===== src/rtl/class_similarity_search.sv =====
// Associative search: buffers one query hypervector, walks the class generator over every
// (class, frame) address, accumulates Hamming distance per class and reports the nearest class.
`timescale 1ns/1ps
module class_similarity_search #(
    parameter int FRAME_WIDTH = 64,
    parameter int NUM_FRAMES  = 3,
    parameter int NUM_CLASSES = 8,
    parameter int CLASS_ID_W  = 3,
    parameter int FRAME_IDX_W = 2,
    parameter int DIST_W      = 8
) (
    input  logic                   clk,
    input  logic                   rst_n,
    input  logic [FRAME_WIDTH-1:0] query_frame_in,
    input  logic                   query_valid,
    output logic                   query_ready,
    output logic [CLASS_ID_W-1:0]  frame_id,
    output logic [FRAME_IDX_W-1:0] frame_index,
    input  logic [FRAME_WIDTH-1:0] class_vec_in,
    output logic                   busy,
    output logic [CLASS_ID_W-1:0]  result_class,
    output logic [DIST_W-1:0]      result_dist,
    output logic                   result_valid,
    input  logic                   result_ready
);

    typedef enum logic [1:0] {LOAD, SEARCH, DRAIN, DONE} state_t;

    localparam logic [FRAME_IDX_W-1:0] LAST_FRAME = FRAME_IDX_W'(NUM_FRAMES - 1);
    localparam logic [CLASS_ID_W-1:0]  LAST_CLASS = CLASS_ID_W'(NUM_CLASSES - 1);

    state_t                 state, state_next;
    logic [FRAME_WIDTH-1:0] query_buf [NUM_FRAMES];
    logic [FRAME_IDX_W-1:0] load_cnt;
    logic [CLASS_ID_W-1:0]  class_cnt;
    logic [FRAME_IDX_W-1:0] frame_cnt;
    logic                   s1_valid;
    logic                   s1_last;
    logic [CLASS_ID_W-1:0]  s1_id;
    logic [DIST_W-1:0]      s1_pc;
    logic [DIST_W-1:0]      acc;
    logic [DIST_W-1:0]      sum;
    logic [DIST_W-1:0]      best_dist;
    logic [CLASS_ID_W-1:0]  best_class;
    logic                   beat_accept;
    logic                   last_step;

    function automatic logic [DIST_W-1:0] popcount(input logic [FRAME_WIDTH-1:0] v);
        logic [DIST_W-1:0] n;
        n = '0;
        for (int i = 0; i < FRAME_WIDTH; i++) n = n + DIST_W'(v[i]);
        return n;
    endfunction

    assign query_ready  = (state == LOAD);
    assign busy         = (state == SEARCH) || (state == DRAIN);
    assign result_valid = (state == DONE);
    assign result_class = best_class;
    assign result_dist  = best_dist;
    assign frame_id     = (state == SEARCH) ? class_cnt : '0;
    assign frame_index  = (state == SEARCH) ? frame_cnt : '0;
    assign beat_accept  = query_valid && query_ready;
    assign last_step    = (class_cnt == LAST_CLASS) && (frame_cnt == LAST_FRAME);
    assign sum          = acc + s1_pc;

    always_ff @(posedge clk or negedge rst_n) begin
        if (!rst_n) state <= LOAD;
        else        state <= state_next;
    end

    always_comb begin
        state_next = state;
        case (state)
            LOAD:    if (beat_accept && load_cnt == LAST_FRAME) state_next = SEARCH;
            SEARCH:  if (last_step) state_next = DRAIN;
            DRAIN:   state_next = DONE;
            DONE:    if (result_ready) state_next = LOAD;
            default: state_next = LOAD;
        endcase
    end

    always_ff @(posedge clk or negedge rst_n) begin
        if (!rst_n) begin
            for (int i = 0; i < NUM_FRAMES; i++) query_buf[i] <= '0;
            load_cnt   <= '0;
            class_cnt  <= '0;
            frame_cnt  <= '0;
            s1_valid   <= 1'b0;
            s1_last    <= 1'b0;
            s1_id      <= '0;
            s1_pc      <= '0;
            acc        <= '0;
            best_dist  <= '0;
            best_class <= '0;
        end else begin
            if (beat_accept) begin
                query_buf[load_cnt] <= query_frame_in;
                load_cnt <= (load_cnt == LAST_FRAME) ? '0 : load_cnt + 1'b1;
            end

            // Address counters double as the generator address; they wrap back to 0 after the last step.
            if (state == SEARCH) begin
                if (frame_cnt == LAST_FRAME) begin
                    frame_cnt <= '0;
                    class_cnt <= (class_cnt == LAST_CLASS) ? '0 : class_cnt + 1'b1;
                end else begin
                    frame_cnt <= frame_cnt + 1'b1;
                end
            end

            s1_valid <= (state == SEARCH);
            s1_pc    <= popcount(query_buf[frame_cnt] ^ class_vec_in);
            s1_id    <= class_cnt;
            s1_last  <= (frame_cnt == LAST_FRAME);

            // Class 0 always seeds the best; strict compare keeps the lower index on ties.
            if (s1_valid) begin
                if (!s1_last) begin
                    acc <= sum;
                end else begin
                    acc <= '0;
                    if (s1_id == '0 || sum < best_dist) begin
                        best_dist  <= sum;
                        best_class <= s1_id;
                    end
                end
            end
        end
    end

endmodule

===== config.mk =====
export PLATFORM = sky130hd
export DESIGN_NAME = class_similarity_search
export DESIGN_NICKNAME = d
export VERILOG_FILES = /design/src/rtl/class_similarity_search.sv
export SDC_FILE = /design/constraint.sdc
export NUM_CORES = 1
export LEC_CHECK = 0
export ABC_CLOCK_PERIOD_IN_PS = 8500
export CORE_MARGIN = 2
export CORE_UTILIZATION = 49
export CTS_CLUSTER_SIZE = 16
export DETAILED_ROUTE_END_ITERATION = 10
export PLACE_DENSITY = 0.73
export RECOVER_POWER = 25
export SLEW_MARGIN = 40
export SYNTH_ARGS = -nofsm -noshare
export SYNTH_HDL_FRONTEND = slang
export SYNTH_SLANG_ARGS = --single-unit
export TNS_END_PERCENT = 5

===== constraint.sdc =====
create_clock -name clk -period 8.5 [get_ports clk]
set_input_delay 0.85 -clock clk [delete_from_list [all_inputs] [get_ports clk]]
set_output_delay 0.85 -clock clk [all_outputs]
set_load 0.05 [all_outputs]

# == After elaboration in Yosys (flattened, before gate mapping) ==
# Cells that the tools add are included.
# W data, S select, Z words.
# op_classes
n_reduce_logical,11
bitwise_logic,3
n_eq_ne,9
addsub,67
magnitude_cmp,4
muxes,16
# ops
operator,count
$add A8 B1 Y8,56
$bwmux W192,1
$mux W64,3
$bmux W64 S2,1
$demux W64 S2,1
$xor A64 B64 Y64,1
$mux W2,6
$add A7 B1 Y8,1
$add A8 B8 Y8,1
$eq A2 B2 Y1 const B,4
$lt A8 B8 Y1,1
$mux W8,1
$pmux W2 S4,1
$add A6 B1 Y7,1
$add A5 B1 Y6,1
$ge A3 B3 Y1 const B,2
$mux W3,2
$not A2 Y3,2
$reduce_and A3 Y1,2
$add A4 B1 Y5,1
$add A2 B1 Y2 const B,2
$add A3 B1 Y4,1
$logic_and A1 B1 Y1,4
$ne A2 B1 Y1 const B,2
11 further kinds,12
# totals
register_bits,233
word_cells,124

# == Depth between registers and ports, before layout ==
# depth
depth_word,68
depth_mapped,28
depth_no_buf,25

# == Worst setup path after synthesis ==
# No wires, ideal clock.
# synth_timing
path_type,register -> register
from,register frame_cnt[1]
to,register s1_pc[6]
setup_time_ns,0.078
path_stages_with_launch,29
path_slack_ns,1.924
t_required_ns,8.422
arrival_ns,6.498
n_path_buf,3
period_less_slack_ns,6.576
cell_sequence,dfrtp_1 buf_2 nor2b_1 buf_2 buf_2 nand2_1 o21ai_0 xnor2_1 fa_1 inv_1 fa_1 inv_1 fa_1 fa_1 inv_1 fa_1 fa_1 inv_1 fa_1 fa_1 inv_1 ha_1 inv_1 fa_1 inv_1 a21oi_1 o21bai_1 a21oi_1 o21bai_1
# synth_via
elab_chain_cells,68
# synth_lines
item,line_no,source
"start, declared",36,logic [FRAME_IDX_W-1:0] frame_cnt;
"start signal, assigned",107,frame_cnt <= frame_cnt + 1'b1;
$not A2 Y3 (implied by the code) *,112,s1_pc <= popcount(query_buf[frame_cnt] ^ class_vec_in);
$bmux W64 S2 *,112,
$mux W64 (implied by the code) * (2 in series),112,
$xor A64 B64 Y64 *,112,
$add A1 B1 Y2,51,for (int i = 0; i < FRAME_WIDTH; i++) n = n + DIST_W'(v[i]);
$add A2 B1 Y3,51,
$add A3 B1 Y4,51,
$add A4 B1 Y5,51,
$add A5 B1 Y6,51,
$add A6 B1 Y7,51,
$add A7 B1 Y8,51,
$add A8 B1 Y8 (55 in series),51,
$add A8 B1 Y8 *,51,
"end signal, assigned",112,
"end, declared",40,logic [DIST_W-1:0] s1_pc;
# Mark *: on every way between the ends. The rest lies on a longest branch, timed or not. The select of a mux whose other input is x is not followed.
# A chain may end at the register's enable or synchronous reset.

# == Final worst setup path ==
# Ends and elaborated chain as after synthesis.

==> results_dict.tcl <==
set metrics [dict create \
    cts_tree "yes" \
    worst_pin_slew_ns 3.43 \
    final.min_clock_period_ns 7.43 \
    ys_ff_latch 232 \
    finalMaxSlewViolations 179 \
    remaining_global_route_overflow 0 \
    drive_gt1_share_pct 23.0 \
    failing_checks "capacitance limit, slew limit" \
    setup_repair_after_global_routing_missed_its_margin "false" \
    core.rowCount 58 \
    drtPass1Iterations 4 \
    clock_tree.htree_level_count 1 \
    synth_nets 1202 \
    critPathMaxFanout 30 \
    floorplan.die.height_microns 164 \
    timing.max_cap.violations 3 \
    max_slew_margin_pct -129 \
    synth.lib_cells_used.distinct 40 \
    postSynth.asyncResetShare_pct 100 \
    path_class "register to register" \
    antenna_cells_inserted 0 \
    fraction_of_the_yosys_area_taken_by_sequential_cells_pct 46.3 \
    dr.first_iter.drc_count 398 \
    finalSetupViolations 0 \
    cts_made_buffers 26 \
    clock.fmax_mhz 135 \
    global_route.usage.total_pct 21.2 \
    critPathCaptureType "register" \
    worst_ep_required_time_ns 8.95 \
    final_antenna_net_count 0 \
    num-nets-final 1346 \
    critical-path-top-cell-by-count "sky130_fd_sc_hd__fa_1" \
    io_buffers 150 \
    synthesis.area_per_instance_sq_um 12.8 \
    grt_pass1_vias 8303 \
    synth.cell_area_sq_um 12500 \
    worstSkewPairLatency_ns 0.53 \
    timing_hold_violations_final 0 \
    timing.critical_path.slowest_stage_cell "sky130_fd_sc_hd__dfrtp_4" \
    post_drt_wl_per_cell_microns 18.7 \
    detail_route.wirelength_microns 27500 \
    synth_edf_count 0 \
    clk_sinks 232 \
    cts_root_buf "sky130_fd_sc_hd__clkbuf_16" \
    flow.area_growth_from_synthesis_pct 20.6 \
    ios 151 \
    yosys_warnings 0 \
    hold_class "register to register" \
    dr_total_vias 7808 \
    worst_path_largest_cell_delay_ns 0.62 \
    core_area_sq_um 25200 \
    cts_post_setup_buffers_inserted 0 \
    initial_cell_density_of_the_core_pct 49.8 \
    gp_routability_congestion 0.782 \
    synth_top_flop_cell "sky130_fd_sc_hd__dfrtp_1" \
    final_min_period_over_clock_period_pct 87.4 \
    clock_tree.buffer_depth 3 \
    skew_ns 0.0106 \
    antenna_violations_before_repair 1 \
    die_area_sq_um 26900 \
    drc_errors 0 \
    run_status "complete, but fails checks" \
    clk_pin_slew_worst_paths_ns 0.06 \
    worst_setup_path_start_kind "register" \
    pin_count_of_the_biggest_net_entering_global_routing 110 \
    cts-hold-fix-buffers 0 \
    die_width_microns 164 \
    cts-resized-gates 0 \
    wire_length_of_the_first_global_routing_pass_microns 44000 \
    hpwlAfterDp_microns 18700 \
    avgViaCountPerCell 5.31 \
    critical_path_arrival_ns 7.88 \
    fin_setup_tns_ns 0 \
    netlist_instances 980 \
]
[cell usage after synthesis, drive strengths merged, types with 5 or more instances]
cell type | instances | area, sq um
a21o | 5 | 38.8
a21oi | 47 | 239
a22o | 6 | 52.6
and2 | 5 | 31.3
buf | 39 | 259
clkbuf | 6 | 22.5
dfrtp | 232 | 5810
fa | 55 | 1100
ha | 35 | 438
inv | 65 | 244
mux2 | 207 | 2330
mux2i | 65 | 651
nand2 | 35 | 131
nor2 | 42 | 158
o21ai | 34 | 174
xnor2 | 70 | 613
[layout make-up]
cell class,instances,area (sq um)
fillers,2071,10100
multi-input cells,638,6240
flip-flops and latches,232,5810
repair buffers,161,1610
clock buffers,40,764
well taps,330,413
inverters,65,244
clock inverters,5,50.0
[flip-flops by register name, summed over array words and instances (netlist names), 2 cells and up]
signal / flops
query_buf: 192
class_cnt: 3
result_class: 3
result_dist: 8
acc: 8
state: 2
s1_id: 3
load_cnt: 2
frame_cnt: 2
s1_pc: 7
[kinds of logic after synthesis]
group	Yosys count	share of synthesized area, %
muxes	272	23.8
DFF	232	46.3
buffers and inverters	110	4.19
AOI/OAI and AO/OA	105	4.99
and+or+nand+nor	97	3.32
adders and majority gates	90	12.3
xor gates and xnor gates	74	5.17
[cell usage in the layout (no fill, tap or decap), types with 2 or more instances in the layout]
cell	netlist	final
sky130_fd_sc_hd__o21ai_0	33	33
sky130_fd_sc_hd__buf_6	7	3
sky130_fd_sc_hd__nand3b_1	2	2
sky130_fd_sc_hd__clkinv_2	0	4
sky130_fd_sc_hd__nand2_1	35	34
sky130_fd_sc_hd__clkbuf_8	0	4
sky130_fd_sc_hd__a21o_1	4	4
sky130_fd_sc_hd__xnor2_1	70	70
sky130_fd_sc_hd__nand2b_1	3	3
sky130_fd_sc_hd__nor2_1	42	42
sky130_fd_sc_hd__clkbuf_1	6	12
sky130_fd_sc_hd__ha_1	35	35
sky130_fd_sc_hd__clkbuf_16	0	27
sky130_fd_sc_hd__fa_1	55	55
sky130_fd_sc_hd__mux2_2	207	207
sky130_fd_sc_hd__inv_1	65	65
sky130_fd_sc_hd__a211oi_1	3	3
sky130_fd_sc_hd__buf_4	8	4
sky130_fd_sc_hd__dfrtp_1	232	230
sky130_fd_sc_hd__a21oi_1	46	46
sky130_fd_sc_hd__buf_12	0	2
sky130_fd_sc_hd__and2_1	5	5
sky130_fd_sc_hd__o21bai_1	4	4
sky130_fd_sc_hd__nor3_1	3	2
sky130_fd_sc_hd__a22o_1	6	6
sky130_fd_sc_hd__mux2i_1	65	65
sky130_fd_sc_hd__clkdlybuf4s50_1	0	149
sky130_fd_sc_hd__xor2_1	4	4
[per-layer routing]
metal	global-route usage, %	wire length (microns)
met1	28.2	12000
met2	37.0	13800
met3	2.70	1100
met4	4.98	551
met5	0	16
[critical path: cells and delay by family, from the launching register on]
family	cells	cell delay [ns]
AND/OR/NAND/NOR	1	0.14
adder cells (fa/ha/maj)	10	4.74
buffers and inverters	8	1.01
flip-flops	1	0.62
XOR/XNOR	1	0.16
AO/OA/AOI/OAI	5	0.63
[worst paths after layout]
| path | endpoint | cells past startpoint | slack (ns) | from |
|---|---|---|---|---|
| setup / recovery | s1_pc[6] | 25 | 1.07 | frame_cnt[1] |
| hold / removal | s1_id[2] | 0 | 0.42 | class_cnt[2] |
| setup reg to reg | s1_pc[6] | 25 | 1.07 | frame_cnt[1] |
| hold reg to reg | s1_id[2] | 0 | 0.42 | class_cnt[2] |
| max in group asynchronous | frame_cnt[1] | 2 | 2.37 | rst_n |
| min in group asynchronous | query_buf[177] | 1 | 1.26 | rst_n |
[metrics by stage]
stage	hold WS (ns)	setup WS, ns	utilization, %	area, sq um	instances
after floorplan	0.388	1.92	-	12500	980
after global placement	0.410	1.16	56.7	14300	1424
final	0.421	1.07	60.1	15100	1471
after detailed placement	0.414	1.03	56.8	14300	1424
after CTS	0.413	0.990	60.0	15100	1469
after global routing	0.440	0.644	60.1	15100	1471
Power is left out: the tool's default activity adds up to more than one toggle a clock period on the data nets, which glitch-free logic cannot reach.
